$ cat config.mk
export PLATFORM = sky130hd
export DESIGN_NAME = sdram_arbiter
export DESIGN_NICKNAME = d
export VERILOG_FILES = /design/src/rtl/sdram_arbiter.sv
export SDC_FILE = /design/constraint.sdc
export NUM_CORES = 1
export LEC_CHECK = 0
export CORE_AREA = 5 5 164 166
export CTS_BUF_LIST = sky130_fd_sc_hd__clkbuf_8 sky130_fd_sc_hd__clkbuf_16
export DETAILED_ROUTE_END_ITERATION = 10
export DIE_AREA = 0 0 169 171
export PLACE_DENSITY_LB_ADDON = 0.25
export SETUP_SLACK_MARGIN = 0.3
export SLEW_MARGIN = 5
export SYNTH_ARGS = -nofsm -noshare
export SYNTH_HDL_FRONTEND = slang
export SYNTH_SLANG_ARGS = --single-unit
$ cat constraint.sdc
create_clock -name i_clk -period 10.5 [get_ports i_clk]
set_input_delay 2.1 -clock i_clk [delete_from_list [all_inputs] [get_ports i_clk]]
set_output_delay 2.1 -clock i_clk [all_outputs]
set_load 0.05 [all_outputs]
$ cat src/rtl/sdram_arbiter.sv
// Round-robin arbiter sharing one SDRAM transaction port among NUM_REQ requesters.
// Optional watchdog abort of stuck transactions: define SDRAM_ARB_TIMEOUT_EN.
module sdram_arbiter #(
  parameter int NUM_REQ        = 5,
  parameter int ADDR_W         = 23,
  parameter int DATA_W         = 32,
  parameter int TIMEOUT_CYCLES = 1024
) (
  input  logic                      i_clk,
  input  logic                      i_rst,
  input  logic [NUM_REQ-1:0]        i_req_enable,
  input  logic [NUM_REQ-1:0]        i_req_read,
  input  logic [NUM_REQ-1:0]        i_req_write,
  input  logic [NUM_REQ*ADDR_W-1:0] i_req_addr,
  input  logic [NUM_REQ*DATA_W-1:0] i_req_writedata,
  output logic [DATA_W-1:0]         o_req_readdata,
  output logic [NUM_REQ-1:0]        o_req_finished,
  output logic [2:0]                o_grant_id,
  output logic                      o_busy,
  output logic                      o_timeout,
  output logic                      sdram_read,
  output logic                      sdram_write,
  output logic [ADDR_W-1:0]         sdram_addr,
  output logic [DATA_W-1:0]         sdram_writedata,
  input  logic [DATA_W-1:0]         sdram_readdata,
  input  logic                      sdram_finished
);

  typedef enum logic [1:0] {IDLE, BUSY, DONE, GAP} state_t;

  state_t              state, next_state;
  logic [NUM_REQ-1:0]  pending;
  logic [7:0]          pend8;
  logic [NUM_REQ-1:0]  grant_onehot;
  logic [2:0]          last;
  logic [2:0]          pick;
  logic [3:0]          cand;
  logic                found;
  logic                do_grant;
  logic                finish_now;
  logic                abort_now;
  logic [ADDR_W-1:0]   req_addr  [NUM_REQ];
  logic [DATA_W-1:0]   req_wdata [NUM_REQ];

  if (NUM_REQ < 2 || NUM_REQ > 8 || TIMEOUT_CYCLES < 2) begin : g_bad_params
    $error("sdram_arbiter: parameter out of range");
  end

  for (genvar k = 0; k < NUM_REQ; k++) begin : g_unpack
    assign req_addr[k]  = i_req_addr[k*ADDR_W +: ADDR_W];
    assign req_wdata[k] = i_req_writedata[k*DATA_W +: DATA_W];
  end

  assign pending      = i_req_enable & (i_req_read | i_req_write);
  assign pend8        = 8'(pending);
  assign grant_onehot = NUM_REQ'(1) << o_grant_id;
  assign o_busy       = (state != IDLE);

  // Search starts just after the last winner so every requester gets a turn.
  always_comb begin
    pick  = last;
    found = 1'b0;
    cand  = '0;
    for (int i = 1; i <= NUM_REQ; i++) begin
      cand = 4'(last) + 4'(i);
      if (cand >= 4'(NUM_REQ)) cand = cand - 4'(NUM_REQ);
      if (!found && pend8[cand[2:0]]) begin
        found = 1'b1;
        pick  = cand[2:0];
      end
    end
  end

`ifdef SDRAM_ARB_TIMEOUT_EN
  localparam int TIMER_W = $clog2(TIMEOUT_CYCLES) + 1;
  logic [TIMER_W-1:0] timer;
  logic               expired;

  assign expired = (timer == TIMER_W'(TIMEOUT_CYCLES - 1));

  always_ff @(posedge i_clk) begin
    if (i_rst || state != BUSY) timer <= '0;
    else                        timer <= timer + TIMER_W'(1);
  end

  always_ff @(posedge i_clk) begin
    if (i_rst) o_timeout <= 1'b0;
    else       o_timeout <= abort_now;
  end
`else
  assign o_timeout = 1'b0;
`endif

  always_ff @(posedge i_clk) begin
    if (i_rst) state <= IDLE;
    else       state <= next_state;
  end

  always_comb begin
    next_state = state;
    do_grant   = 1'b0;
    finish_now = 1'b0;
    abort_now  = 1'b0;
    case (state)
      IDLE: if (found) begin
        next_state = BUSY;
        do_grant   = 1'b1;
      end
      BUSY: begin
        if (sdram_finished) begin
          next_state = DONE;
          finish_now = 1'b1;
        end
`ifdef SDRAM_ARB_TIMEOUT_EN
        else if (expired) begin
          next_state = GAP;
          abort_now  = 1'b1;
        end
`endif
      end
      DONE:    next_state = GAP;
      GAP:     next_state = IDLE;
      default: next_state = IDLE;
    endcase
  end

  // A simultaneous read+write is treated as a write; the read is dropped.
  always_ff @(posedge i_clk) begin
    if (i_rst) begin
      sdram_read      <= 1'b0;
      sdram_write     <= 1'b0;
      sdram_addr      <= '0;
      sdram_writedata <= '0;
      o_req_readdata  <= '0;
      o_req_finished  <= '0;
      o_grant_id      <= '0;
      last            <= 3'(NUM_REQ - 1);
    end else begin
      o_req_finished <= '0;
      if (do_grant) begin
        sdram_addr      <= req_addr[pick];
        sdram_writedata <= req_wdata[pick];
        sdram_write     <= i_req_write[pick];
        sdram_read      <= i_req_read[pick] & ~i_req_write[pick];
        o_grant_id      <= pick;
        last            <= pick;
      end
      if (finish_now) begin
        o_req_readdata <= sdram_read ? sdram_readdata : '0;
        sdram_read     <= 1'b0;
        sdram_write    <= 1'b0;
        o_req_finished <= grant_onehot;
      end
      if (abort_now) begin
        o_req_readdata <= '0;
        sdram_read     <= 1'b0;
        sdram_write    <= 1'b0;
        o_req_finished <= grant_onehot;
      end
    end
  end

endmodule

Yosys cells after proc, flatten, opt, wreduce, memory -nomap -nowiden
Index checks and enable logic that the tools add are counted.
{"block": "totals", "in_bits": 325, "ff_bits": 102, "wordCells": 99}
{"block": "classes", "bitwise": 6, "n_mux": 43, "n_reduce_logical": 13, "n_addsub": 10, "n_lt_le_gt_ge": 12, "n_eq_ne": 5, "shift": 1}
{"op": "32-bit binary-select mux with 3-bit select", "n": 1}
{"op": "32-bit 2-to-1 mux", "n": 3}
{"op": "23-bit binary-select mux with 3-bit select", "n": 1}
{"op": "23-bit 2-to-1 mux", "n": 2}
{"op": "3-bit 2-to-1 mux", "n": 10}
{"op": "3-bit by 4-bit less-than comparator with 1-bit output (second input constant)", "n": 6}
{"op": "1-bit binary-select mux with 3-bit select", "n": 7}
{"op": "4-bit by 3-bit >= comparator with 1-bit output (second input constant)", "n": 5}
{"op": "1-bit 2-to-1 mux", "n": 16}
{"op": "3-bit subtractor (second input constant)", "n": 5}
{"op": "3-bit by 2-bit adder with 4-bit output (second input constant)", "n": 2}
{"op": "3-bit by 3-bit adder with 4-bit output (second input constant)", "n": 2}
{"op": "2-bit case mux with 4 select lines", "n": 1}
{"op": "5-bit bitwise AND", "n": 1}
{"op": "5-bit OR", "n": 1}
{"op": "1-bit by 3-bit left shift with 5-bit output (first input constant)", "n": 1}
{"op": "3-bit by 1-bit adder with 4-bit output (second input constant)", "n": 1}
{"op": "2-bit equality test (second input constant)", "n": 2}
{"op": "4-bit >= comparator (second input constant)", "n": 1}
{"op": "1-bit logical AND", "n": 4}
{"op": "1-bit zero test", "n": 4}
{"op": "2-bit 2-to-1 mux", "n": 2}
{"op": "2-bit inequality test (second input constant)", "n": 2}
{"op": "3-bit inverter with 4-bit output", "n": 1}
{"op": "other kinds (7)", "n": 9}

Longest topological paths before layout
Gate-level depths: netlist of the first run.
{"block": "logic_depth", "depth_word": 22, "ltp_mapped": 18, "depth_no_buf": 14}

Least setup slack after synthesis of the first run
No wires, ideal clock.
{"block": "synth_path", "kind": "input-to-reg", "startpoint": "input i_req_write[2]", "endpoint": "register sdram_addr[10]", "slack_ps": 5713, "stages": 11, "n_path_buf": 1, "arrival_ps": 4669, "t_required_ps": 10383, "path_cell_list": "o21ai_0 nor3_1 o32ai_1 nand4_1 nor4_1 a2bb2oi_1 o21a_2 buf_2 mux2_1 a221o_1 a32o_1"}
{"block": "synth_between", "elab_chain_len": 21, "word_cells_on_any_way": 36}
{"item": "start, declared", "line": "13", "text": "input logic [NUM_REQ-1:0] i_req_write,"}
{"item": "5-bit OR (*)", "line": "54", "text": "assign pending = i_req_enable & (i_req_read | i_req_write);"}
{"item": "5-bit bitwise AND (*)", "line": "54"}
{"item": "1-bit binary-select mux with 3-bit select", "line": "67", "text": "if (!found && pend8[cand[2:0]]) begin"}
{"item": "1-bit 2-to-1 mux (not written as such)", "line": "67"}
{"item": "1-bit 2-to-1 mux", "line": "67"}
{"item": "1-bit zero test", "line": "67"}
{"item": "1-bit logical AND", "line": "67"}
{"item": "1-bit 2-to-1 mux", "line": "67"}
{"item": "[4 not listed]"}
{"item": "1-bit logical AND", "line": "67"}
{"item": "1-bit 2-to-1 mux", "line": "67"}
{"item": "1-bit zero test", "line": "67"}
{"item": "1-bit logical AND", "line": "67"}
{"item": "3-bit 2-to-1 mux", "line": "67"}
{"item": "3-bit inverter with 4-bit output (not written as such)", "line": "141", "text": "sdram_addr <= req_addr[pick];"}
{"item": "23-bit binary-select mux with 3-bit select", "line": "141"}
{"item": "23-bit 2-to-1 mux (not written as such) (2 in series)", "line": "141"}
{"item": "end signal, assigned", "line": "141"}
{"item": "end, declared", "line": "23", "text": "output logic [ADDR_W-1:0] sdram_addr,"}
Every way passes the cells marked *; elsewhere a longest branch is shown, timed or not. The select of a mux whose other input is x is not followed.
A chain may end at the register's enable or synchronous reset.

Worst setup path after layout of the first run
{"block": "layout_path", "startpoint": "input i_req_write[4]", "endpoint": "register sdram_addr[21]"}
Same word-level chain as after synthesis.

==> impl_summary.txt, run 1 <==
----------------------------------------------------
[Run status]
  Outcome ... completed

[Clock tree]
  Clock-pin slew on the worst setup and hold paths ... 90 ps
  CTS H-tree depth ... 3
  Clk sinks ... 100
  TritonCTS Buffers ... 9
  Resize count post-CTS ... 0
  Clock root cell ... sky130_fd_sc_hd__clkbuf_16
  Number of buffers inserted by post-CTS setup repair ... 0
  Clock buffer depth ... 2
  TritonCTS clock tree ... done
  Hold buffer count at CTS ... 0
  Worst-Skew Late Latency ... 360 ps

[Cells and area]
  Fin area ... 11400 µm²
  Commonest cells after routing, fill and taps aside ... 421 x sky130_fd_sc_hd__clkdlybuf4s50_1, 100 x sky130_fd_sc_hd__dfxtp_1, 60 x sky130_fd_sc_hd__a21oi_1, 53 x sky130_fd_sc_hd__mux2i_1, 45 x sky130_fd_sc_hd__nor2_1
  Area growth from synthesis to final layout ... 71.7%
  Most common library cell in the layout ignoring fill and taps ... sky130_fd_sc_hd__clkdlybuf4s50_1
  Fraction of final layout cells sized beyond drive strength 1 ... around 7.5%
  # diodes ... 0
  Number of nets in the final layout ... 1447

[Placement]
  Worst-case setup slack after placement ... 3310 ps
  Input/output buffers ... 422
  Routability Congestion ... approximately 0.87
  DP HPWL ... 24300 µm
  Placement Cell Area ... 11100 µm²

[Synthesis]
  FFs w/ async S/R, synth ... 0%
  Number of storage elements in the synthesis netlist ... 100
  Mapped Nets ... ~1100
  Sequential element share of the synthesized area ... between 30% and 40%
  Cells after synthesis ... a little over 700
  Cell type with the highest aggregate area in the netlist ... sky130_fd_sc_hd__dfxtp_1
  Post-synthesis instance area ... 6640 µm²
  Number of different library cells in the post-synthesis netlist ... between 70 and 80
  Post-synth EDFFs ... 0
  YS warnings ... 0
  Mean cell area of the mapped netlist ... 9.13 µm²
  Biggest area contributors in the synthesized netlist ... sky130_fd_sc_hd__dfxtp_1 30%, sky130_fd_sc_hd__mux2i_1 8.0%, sky130_fd_sc_hd__mux2_2 7.0%, sky130_fd_sc_hd__a21oi_1 4.6%, sky130_fd_sc_hd__a22o_1 4.2%
  Leading register cell type out of synthesis ... sky130_fd_sc_hd__dfxtp_1
  Post-synth top area share ... 30.2%

[Floorplan]
  Number of ports placed on the die boundary ... 424
  Number of cell rows ... 59
  Initial cell density of the core ... 26.1%
  Floorplan die height ... ~170 µm
  Overall die area ... 28900 µm²
  Die boundary width ... 169 µm
  Core area ... between 20000 and 30000 µm²

[STA]
  Post-route minimum period ... between 6000 and 7000 ps
  Setup slack after layout ... between 3000 and 4000 ps
  Worst Tran Pin Value ... 1090 ps
  Timing-limited maximum frequency ... approximately 0.15 GHz
  Hold slack final ... 480 ps
  Worst slew slack as a fraction of its limit ... 27.3%
  Summed negative setup slack over all endpoints ... 0 ps
  Count of final max-slew check failures ... 0
  Fin. Hold Viols ... 0
  Post-route clock skew ... approximately 18 ps
  Count of endpoints failing setup in the final report ... 0
  RSZ-0062 raised after global routing ... false
  Share of the cycle needed by the critical path after routing ... 64.5%

[Power]
  Total chip power ... around 4.4 mW
  Peak supply drop ... 304 µV
  Pwr Density ... 382 nW/µm²
  Reported leakage power ... roughly 4.4 nW

[Worst setup path]
  Worst path max stage delay ... 890 ps
  Cell breakdown of the critical path ... clkdlybuf4s50_1, o21ai_0, o311ai_0, nand4_1, and3_1, a31oi_1, a2bb2oi_1, o21a_4, buf_4, mux2_1, a221o_1, a32o_1
  Largest driver fanout on the critical path ... 67
  Kind of end point of the critical path ... register
  Worst setup path class ... in -> reg
  Top Family by Delay on Critical Path ... compound AO/OA/AOI/OAI gates
  Worst EP arrival ... 7030 ps
  Critical Path Slowest Stage Cell ... sky130_fd_sc_hd__o21a_4
  Critical Path Source Type ... input port
  Total buffers and inverters traversed by the critical path ... 2
  Critical Path RT ... 10760 ps

[Drt]
  Post-DR wirelength/cell ... 21.4 µm
  Detailed-router iteration count before antenna repair ... 4
  Number of violations reported at the end of detailed-routing iteration 0 ... 404
  Met2 routed WL ... 15900 µm
  Routed wire length on met3 ... 2090 µm
  Routed metal-1 wire length ... between 10000 and 15000 µm
  Number of nets with antenna violations after routing ... 0
  Residual DRC ... 0
  Via Count ... 7372
  Via density per instance ... between 5 and 6
  Highest routing layer actually used ... met5
  Drt total wl ... 31000 µm

[Global routing]
  Number of global-route vias before repair ... 7394
  Global-route wire length before repair ... approximately 45000 µm
  Pin count of the biggest net entering global routing ... 68
  Overflow after GRT ... 0
  Initial antenna violation count ... 1
  Global-route total usage across every layer ... 20.0%

[Min path]
  Path class of the lowest-slack min-delay path ... reg -> reg

[Run]
  Max-cap violations ... 0

----------------------------------------------------
==> final cells by class <==
type,instances,area (µm²)
well taps,335,419
fillers,2503,14100
clock buffers,9,225
flip-flops and latches,100,2000
repair buffers,433,4300
clock inverters,7,81.3
multi-input cells,552,4320
inverters,12,45.0
==> flip-flops by register name (all words and copies together) (netlist names) <==
register	count
o_req_readdata	32
sdram_writedata	32
sdram_addr	23
o_req_finished	5
o_grant_id	3
state	2
last	1
sdram_read	1
sdram_write	1
==> metrics by stage <==
| stage | instances | util (%) |
|---|---|---|
| 2_1_floorplan | 727 | - |
| 3_3_place_gp | 1432 | 43.5 |
| 3_5_place_dp | 1432 | 43.5 |
| 4_1_cts | 1448 | 44.7 |
| 5_1_grt | 1448 | 44.7 |
| 6_report | 1448 | 44.7 |
==> logic make-up after synthesis <==
logic type               Yosys count  share of synthesized area (%)
AO/OA/AOI/OAI                    277                           31.8
XOR/XNOR                           6                          0.792
adder cells (fa/ha/maj)           14                           2.75
buffers and inverters             75                           5.07
flip-flops                       100                           30.2
multiplexers                     116                           18.7
other                              1                         0.0565
AND/OR/NAND/NOR                  138                           10.7
==> metal layers <==
| metal | global-route usage (%) | up-vias |
|---|---|---|
| li1 | - | 3606 |
| met1 | 24.0 | 3472 |
| met2 | 36.0 | 265 |
| met3 | 5.29 | 27 |
| met4 | 4.06 | 2 |
| met5 | 0 | - |
==> worst paths after layout <==
path | slack [ps] | cells after the start | startpoint | to
max | 3730 | 12 | i_req_write[4] | sdram_addr[21]
min reg2reg | 480 | 1 | o_req_readdata[3] | o_req_readdata[3]
min | 480 | 1 | o_req_readdata[3] | o_req_readdata[3]
max reg2reg | 4240 | 13 | o_grant_id[1] | sdram_addr[21]
==> synth_stat cells, types with 19 or more instances <==
cell	n
sky130_fd_sc_hd__clkbuf_1	41
sky130_fd_sc_hd__mux2_2	41
sky130_fd_sc_hd__nor2_1	47
sky130_fd_sc_hd__mux2i_1	53
sky130_fd_sc_hd__a221o_1	22
sky130_fd_sc_hd__nor3_1	19
sky130_fd_sc_hd__a32o_1	22
sky130_fd_sc_hd__dfxtp_1	100
sky130_fd_sc_hd__a211oi_1	35
sky130_fd_sc_hd__mux2_1	22
sky130_fd_sc_hd__a22o_1	32
sky130_fd_sc_hd__a21oi_1	61
==> power breakdown <==
group | switching [mW] | internal [mW] | total [mW] | leakage, nW
combinational | 2.06 | 1.40 | 3.46 | 3.42
clock | 0.166 | 0.189 | 0.355 | 0.141
sequential | 0.0527 | 0.484 | 0.537 | 0.820
total | 2.28 | 2.08 | 4.35 | 4.38
Power figures use the tool's default switching activity.
==> inputs of run 2 (changes only) <==
==> constraint.sdc (replaced) <==
create_clock -name i_clk -period 6.43 [get_ports i_clk]
set_input_delay 1.286 -clock i_clk [delete_from_list [all_inputs] [get_ports i_clk]]
set_output_delay 1.286 -clock i_clk [all_outputs]
set_load 0.05 [all_outputs]
==> run 2 against run 1 <==
Effect of this change:
- clock-buffer cell count unchanged
- global-route usage down 0.17 points
- largest cell class is now non-clock buffers
- hold slack better by 1.2 ps
- highest routed layer unchanged
==> impl_summary.txt, run 2 (synthesized netlist as in run 1, its figures left out) <==
----------------------------------------------------
[Run status]
  Outcome ... completed (unchanged)

[Global routing]
  Pin count of the biggest net entering global routing ... 47 (was 68)
  Global-route total usage across every layer ... 19.8% (was 20.0%)
  Number of global-route vias before repair ... 7386 (was 7394)
  Global-route wire length before repair ... 44300 µm (was 45100 µm)
  Overflow after GRT ... 0 (unchanged)
  Initial antenna violation count ... 3 (was 1)

[STA]
  RSZ-0062 raised after global routing ... false (unchanged)
  Share of the cycle needed by the critical path after routing ... 77.3%
  Post-route clock skew ... 12.9 ps (was 17.9 ps)
  Summed negative setup slack over all endpoints ... 0 ps (unchanged)
  Post-route minimum period ... 4970 ps
  Worst Tran Pin Value ... 1100 ps (was 1090 ps)
  Worst slew slack as a fraction of its limit ... 26.5% (was 27.3%)
  Fin. Hold Viols ... 0 (unchanged)
  Count of endpoints failing setup in the final report ... 0 (unchanged)
  Timing-limited maximum frequency ... 0.201 GHz
  Count of final max-slew check failures ... 0 (unchanged)

[Drt]
  Residual DRC ... 0 (unchanged)
  Via Count ... 7398 (was 7372)
  Drt total wl ... 30900 µm (was 31000 µm)
  Post-DR wirelength/cell ... 21.2 µm (was 21.4 µm)
  Detailed-router iteration count before antenna repair ... 5 (was 4)
  Via density per instance ... 5.08 (was 5.09)
  Number of nets with antenna violations after routing ... 0 (unchanged)
  Number of violations reported at the end of detailed-routing iteration 0 ... 383 (was 404)

[Cells and area]
  # diodes ... 0 (unchanged)
  Number of nets in the final layout ... 1454 (was 1447)
  Fraction of final layout cells sized beyond drive strength 1 ... 8.13% (was 7.55%)
  Finished Core Util ... 44.9% (was 44.7%)
  Commonest cells after routing, fill and taps aside ... 421 x sky130_fd_sc_hd__clkdlybuf4s50_1, 100 x sky130_fd_sc_hd__dfxtp_1, 60 x sky130_fd_sc_hd__a21oi_1, 53 x sky130_fd_sc_hd__mux2i_1, 45 x sky130_fd_sc_hd__nor2_1 (unchanged)
  Registers with the most flip-flops ... o_req_readdata: 32 flops, sdram_writedata: 32 flops, sdram_addr: 23 flops (unchanged)
  Area growth from synthesis to final layout ... 72.5% (was 71.7%)
  Fin area ... 11400 µm² (about the same)
  Most common library cell in the layout ignoring fill and taps ... sky130_fd_sc_hd__clkdlybuf4s50_1 (unchanged)

[Worst setup path]
  Worst setup path class ... in -> reg (unchanged)
  Critical Path Source Type ... input port (unchanged)
  Largest driver fanout on the critical path ... 46 (was 67)
  Worst EP arrival ... 5240 ps (was 7030 ps)
  Worst Setup SP ... i_req_write[2] (was i_req_write[4])
  Reg2Reg Capture Point ... sdram_writedata[29] (was sdram_addr[21])
  Critical Path RT ... 6700 ps (was 10760 ps)
  Kind of end point of the critical path ... register (unchanged)
  Worst reg-to-reg path cell count ... 15 (was 13)
  Last element of the critical path ... sdram_read (was sdram_addr[21])
  R2R Path Start ... o_grant_id[0] (was o_grant_id[1])
  Register-to-register path setup slack ... 1740 ps (was 4240 ps)

[Clock tree]
  Resize count post-CTS ... 0 (unchanged)
  CTS H-tree depth ... 3 (unchanged)
  Clk sinks ... 100 (unchanged)
  Number of buffers inserted by post-CTS setup repair ... 0 (unchanged)
  TritonCTS Buffers ... 9 (unchanged)
  Clock root cell ... sky130_fd_sc_hd__clkbuf_16 (unchanged)
  Worst-Skew Late Latency ... 350 ps (was 360 ps)
  Hold buffer count at CTS ... 0 (unchanged)
  Clock buffer depth ... 2 (unchanged)
  Clock-pin slew on the worst setup and hold paths ... 80 ps (was 90 ps)
  TritonCTS clock tree ... done (unchanged)

[Floorplan]
  Number of cell rows ... 59 (unchanged)
  Initial cell density of the core ... 26.1% (unchanged)
  Core area ... 25500 µm² (unchanged)
  Overall die area ... 28900 µm² (unchanged)
  Floorplan die height ... 171 µm (unchanged)
  Number of ports placed on the die boundary ... 424 (unchanged)
  Die boundary width ... 169 µm (unchanged)

[Min path]
  Hold-critical path depth ... 1 (unchanged)
  Path class of the lowest-slack min-delay path ... reg -> reg (unchanged)

[Placement]
  Placement Cell Area ... 11200 µm² (was 11100 µm²)
  DP HPWL ... 24900 µm (was 24300 µm)
  Input/output buffers ... 422 (unchanged)
  Routability Congestion ... 0.906 (was 0.866)

[Power]
  Pwr Density ... 624 nW/µm² (was 382 nW/µm²)
  Reported leakage power ... 4.42 nW (was 4.38 nW)
  Peak supply drop ... 489 µV (was 304 µV)

[Run]
  Max-cap violations ... 0 (unchanged)

----------------------------------------------------
==> run 2: changes by cell type in the layout (fill, tap and decap cells not counted), sizes merged <==
cell / before / now
buf: 12 / 19
clkinv: 0 / 3
clkinvlp: 3 / 1
bufinv: 1 / 0
==> run 2: final cells by class <==
type,instances,area [µm²]
fillers,2515,14000
repair buffers,440,4370
inverters,12,45.0
clock inverters,7,67.6
clock buffers,9,225
flip-flops and latches,100,2000
multi-input cells,552,4320
well taps,335,419
==> run 2: worst min path at each step <==
stage / startpoint / end
3_5_place_dp: o_req_readdata[5] / o_req_readdata[5]
5_1_grt: o_req_readdata[3] / o_req_readdata[3]
2_1_floorplan: state[0] / state[0]
6_report: o_req_readdata[31] / o_req_readdata[31]
3_3_place_gp: o_req_readdata[16] / o_req_readdata[16]
4_1_cts: o_req_readdata[25] / o_req_readdata[25]
==> run 2: power by group <==
part	total [mW]	switching [mW]	internal (mW)
combinational	5.72	3.38	2.35
sequential	0.870	0.0786	0.791
clock	0.553	0.280	0.274
==> run 2: stage by stage <==
step	instances	worst slack, ps	hold slack [ps]	power (mW)
2_1_floorplan	727	2330	495	5.06
4_1_cts	1455	1500	486	7.21
5_1_grt	1455	1160	493	7.66
3_3_place_gp	1439	1040	460	6.63
6_report	1455	1460	481	7.15
3_5_place_dp	1439	1140	463	6.63
==> run 2: worst max-delay path: stages <==
cell                              delay (ps)
sky130_fd_sc_hd__clkdlybuf4s50_1         440
sky130_fd_sc_hd__o21ai_0                 650
sky130_fd_sc_hd__nor3_1                  150
sky130_fd_sc_hd__o32ai_1                 470
sky130_fd_sc_hd__nand4_1                 180
sky130_fd_sc_hd__nor4_1                  340
sky130_fd_sc_hd__a2bb2oi_1               200
sky130_fd_sc_hd__o21a_4                  290
sky130_fd_sc_hd__buf_12                  190
sky130_fd_sc_hd__nor3b_1                 610
sky130_fd_sc_hd__o21ai_0                 190
sky130_fd_sc_hd__a31oi_1                 210
==> run 2: metal layers <==
metal | track usage [%] | share of wire [%] | wire, µm
met4 | 5.08 | 2.2 | 684
met5 | 0 | 0.15 | 47
met2 | 35.7 | 51 | 15700
met3 | 5.29 | 7.4 | 2280
met1 | 23.3 | 39 | 12200
==> inputs of run 3 (changes only) <==
==> constraint.sdc (replaced) <==
create_clock -name i_clk -period 4.3 [get_ports i_clk]
set_input_delay 0.86 -clock i_clk [delete_from_list [all_inputs] [get_ports i_clk]]
set_output_delay 0.86 -clock i_clk [all_outputs]
set_load 0.05 [all_outputs]
==> run 3 against run 2 <==
Effect of this change:
- register-to-register slack got worse by 1400 ps
- setup slack got worse by 1100 ps
- design area rose by 6.9%
- die area did not move
- cell count rose by 4.7%
- sequential power rose by 49%
- hold slack barely moved
- via count rose by 4.8%
- critical endpoint is now sdram_addr[21]
- clock-buffer cell count did not move
==> impl_summary.txt, run 3 (synthesized netlist as in run 1, its figures left out) <==
----------------------------------------------------
[Floorplan]
  Overall die area ... 28900 µm² (unchanged)
  Floorplan die height ... 171 µm (unchanged)
  Number of ports placed on the die boundary ... 424 (unchanged)
  Initial cell density of the core ... 26.1% (unchanged)
  Die boundary width ... 169 µm (unchanged)
  Number of cell rows ... 59 (unchanged)
  Core area ... 25500 µm² (unchanged)

[Clock tree]
  Clock buffer depth ... 2 (unchanged)
  Hold buffer count at CTS ... 0 (unchanged)
  TritonCTS clock tree ... done (unchanged)
  TritonCTS Buffers ... 9 (unchanged)
  Clock root cell ... sky130_fd_sc_hd__clkbuf_16 (unchanged)
  Clk sinks ... 100 (unchanged)
  CTS H-tree depth ... 3 (unchanged)
  Worst-Skew Late Latency ... 350 ps (about the same)
  Clock-pin slew on the worst setup and hold paths ... 80 ps (about the same)

[Global routing]
  Number of global-route vias before repair ... 7607 (was 7386)
  Initial antenna violation count ... 1 (was 3)
  Overflow after GRT ... 0 (unchanged)
  Pin count of the biggest net entering global routing ... 42 (was 47)
  Global-route total usage across every layer ... 20.3% (was 19.8%)
  Global-route wire length before repair ... 45400 µm (was 44300 µm)

[Drt]
  Via density per instance ... 5.09 (was 5.08)
  Drt total wl ... 32000 µm (was 30900 µm)
  Number of nets with antenna violations after routing ... 0 (unchanged)
  Detailed-router iteration count before antenna repair ... 4 (was 5)
  Residual DRC ... 0 (unchanged)
  Number of violations reported at the end of detailed-routing iteration 0 ... 356 (was 383)
  Via Count ... 7755 (was 7398)
  Post-DR wirelength/cell ... 21.0 µm (was 21.2 µm)

[Cells and area]
  Fraction of final layout cells sized beyond drive strength 1 ... 15.2% (was 8.13%)
  Commonest cells after routing, fill and taps aside ... 421 x sky130_fd_sc_hd__clkdlybuf4s50_1, 99 x sky130_fd_sc_hd__dfxtp_1, 70 x sky130_fd_sc_hd__buf_4, 59 x sky130_fd_sc_hd__a21oi_1, 52 x sky130_fd_sc_hd__mux2i_1 (was 421 x sky130_fd_sc_hd__clkdlybuf4s50_1, 100 x sky130_fd_sc_hd__dfxtp_1, 60 x sky130_fd_sc_hd__a21oi_1, 53 x sky130_fd_sc_hd__mux2i_1, 45 x sky130_fd_sc_hd__nor2_1)
  Most common library cell in the layout ignoring fill and taps ... sky130_fd_sc_hd__clkdlybuf4s50_1 (unchanged)
  Finished Core Util ... 48.0% (was 44.9%)
  Registers with the most flip-flops ... o_req_readdata: 32 flops, sdram_writedata: 32 flops, sdram_addr: 23 flops (unchanged)
  Number of nets in the final layout ... 1521 (was 1454)
  Area growth from synthesis to final layout ... 84.4% (was 72.5%)

[Worst setup path]
  Kind of end point of the critical path ... register (unchanged)
  Critical Path RT ... 4550 ps (was 6700 ps)
  Worst EP arrival ... 4170 ps (was 5240 ps)
  Critical Path Source Type ... register (was input port)
  Worst path max stage delay ... 420 ps (was 650 ps)
  Largest driver fanout on the critical path ... 18 (was 46)
  Cell breakdown of the critical path ... buf_12, clkinvlp_4, ha_4, clkbuf_2, a311o_1, and3b_1, o21ba_2, or3_4, a31o_4, o21a_4, buf_12, mux2_1, a221o_1, a32o_1 (was clkdlybuf4s50_1, o21ai_0, nor3_1, o32ai_1, nand4_1, nor4_1, a2bb2oi_1, o21a_4, buf_12, nor3b_1, o21ai_0, a31oi_1)
  Worst setup path class ... reg -> reg (was in -> reg)
  Critical Path Slowest Stage Cell ... sky130_fd_sc_hd__or3_4 (was sky130_fd_sc_hd__o21ai_0)
  Most prevalent standard cell on the critical path ... sky130_fd_sc_hd__buf_12 (was sky130_fd_sc_hd__o21ai_0)

[Placement]
  Input/output buffers ... 422 (unchanged)
  Routability Congestion ... 0.882 (was 0.906)
  DP HPWL ... 25600 µm (was 24900 µm)

[Power]
  Pwr Density ... 985 nW/µm² (was 624 nW/µm²)
  Total chip power ... 12.1 mW (was 7.15 mW)
  Peak supply drop ... 567 µV (was 489 µV)
  Reported leakage power ... 4.78 nW (was 4.42 nW)

[STA]
  Post-route minimum period ... slightly below 4000 ps
  Summed negative setup slack over all endpoints ... 0 ps (unchanged)
  Post-route clock skew ... 11.8 ps (was 12.9 ps)
  Count of endpoints failing setup in the final report ... 0 (unchanged)
  Timing-limited maximum frequency ... between 0.2 and 0.3 GHz
  Worst Tran Pin Value ... 609 ps (was 1100 ps)
  Share of the cycle needed by the critical path after routing ... 91.2%
  Fin. Hold Viols ... 0 (unchanged)
  Worst slew slack as a fraction of its limit ... 59.3% (was 26.5%)
  RSZ-0062 raised after global routing ... true (was false)
  Count of final max-slew check failures ... 0 (unchanged)

[Run]
  Max-cap violations ... 0 (unchanged)

[Run status]
  Outcome ... completed (unchanged)

[Min path]
  Path class of the lowest-slack min-delay path ... reg -> reg (unchanged)

----------------------------------------------------
-- run 3: changes by cell type in the layout (fill, tap and decap cells not counted), sizes merged --
cell	delta
inv	-1
clkbuf	+1
buf	+66
diode	+1
clkinvlp	+1
-- run 3: area by class of cell --
class                   instances  area, µm²
fillers                      2511      13200
diodes                          1       2.50
clock inverters                 7       67.6
clock buffers                   9        225
well taps                     335        419
inverters                      12       48.8
flip-flops and latches        100       2010
multi-input cells             552       4460
repair buffers                507       5010
-- run 3: per-stage QoR --
stage	area (µm²)	cells	hold slack (ps)	worst slack, ps
after global routing	12200	1523	496	240
final	12200	1523	482	376
after detailed placement	11600	1489	463	-72.9
after global placement	11600	1489	460	-83.0
after floorplan	6640	727	495	370
after CTS	12000	1505	485	336
-- run 3: per-layer routing --
| metal | part of all wire, % | vias up | track usage [%] | wire [µm] |
|---|---|---|---|---|
| li1 | - | 3743 | - | - |
| met1 | 40 | 3675 | 24.0 | 12600 |
| met2 | 51 | 299 | 36.0 | 16200 |
| met3 | 7.3 | 38 | 5.52 | 2320 |
| met4 | 2.6 | 0 | 6.16 | 846 |
| met5 | 0 | - | 0 | 0 |
-- run 3: worst max-delay path, delay by kind of cell, from the launching register on --
family / cells / cell delay, ps
flip-flops: 1 / 380
AND/OR/NAND/NOR: 2 / 640
AO/OA/AOI/OAI: 6 / 1610
multiplexers: 1 / 310
buffers and inverters: 4 / 580
adder cells (fa/ha/maj): 1 / 280
-- run 3: power breakdown --
part / leakage [nW] / switching, mW / internal, mW
combinational: 3.82 / 5.35 / 4.59
sequential: 0.821 / 0.119 / 1.18
clock: 0.142 / 0.410 / 0.409
-- run 3: final timing paths --
check	endpoint	slack, ps	depth (start not counted)	start
setup / recovery	sdram_addr[21]	380	14	o_grant_id[1]
hold / removal	o_req_readdata[14]	480	1	o_req_readdata[14]
setup reg to reg	sdram_addr[21]	380	14	o_grant_id[1]
hold reg to reg	o_req_readdata[14]	480	1	o_req_readdata[14]
-- run 3: timing repair --
action,in CTS,in global routing
pin swaps,0,8
setup buffers,0,17
endpoints found under the setup margin,47,58
gates resized for setup,7,28
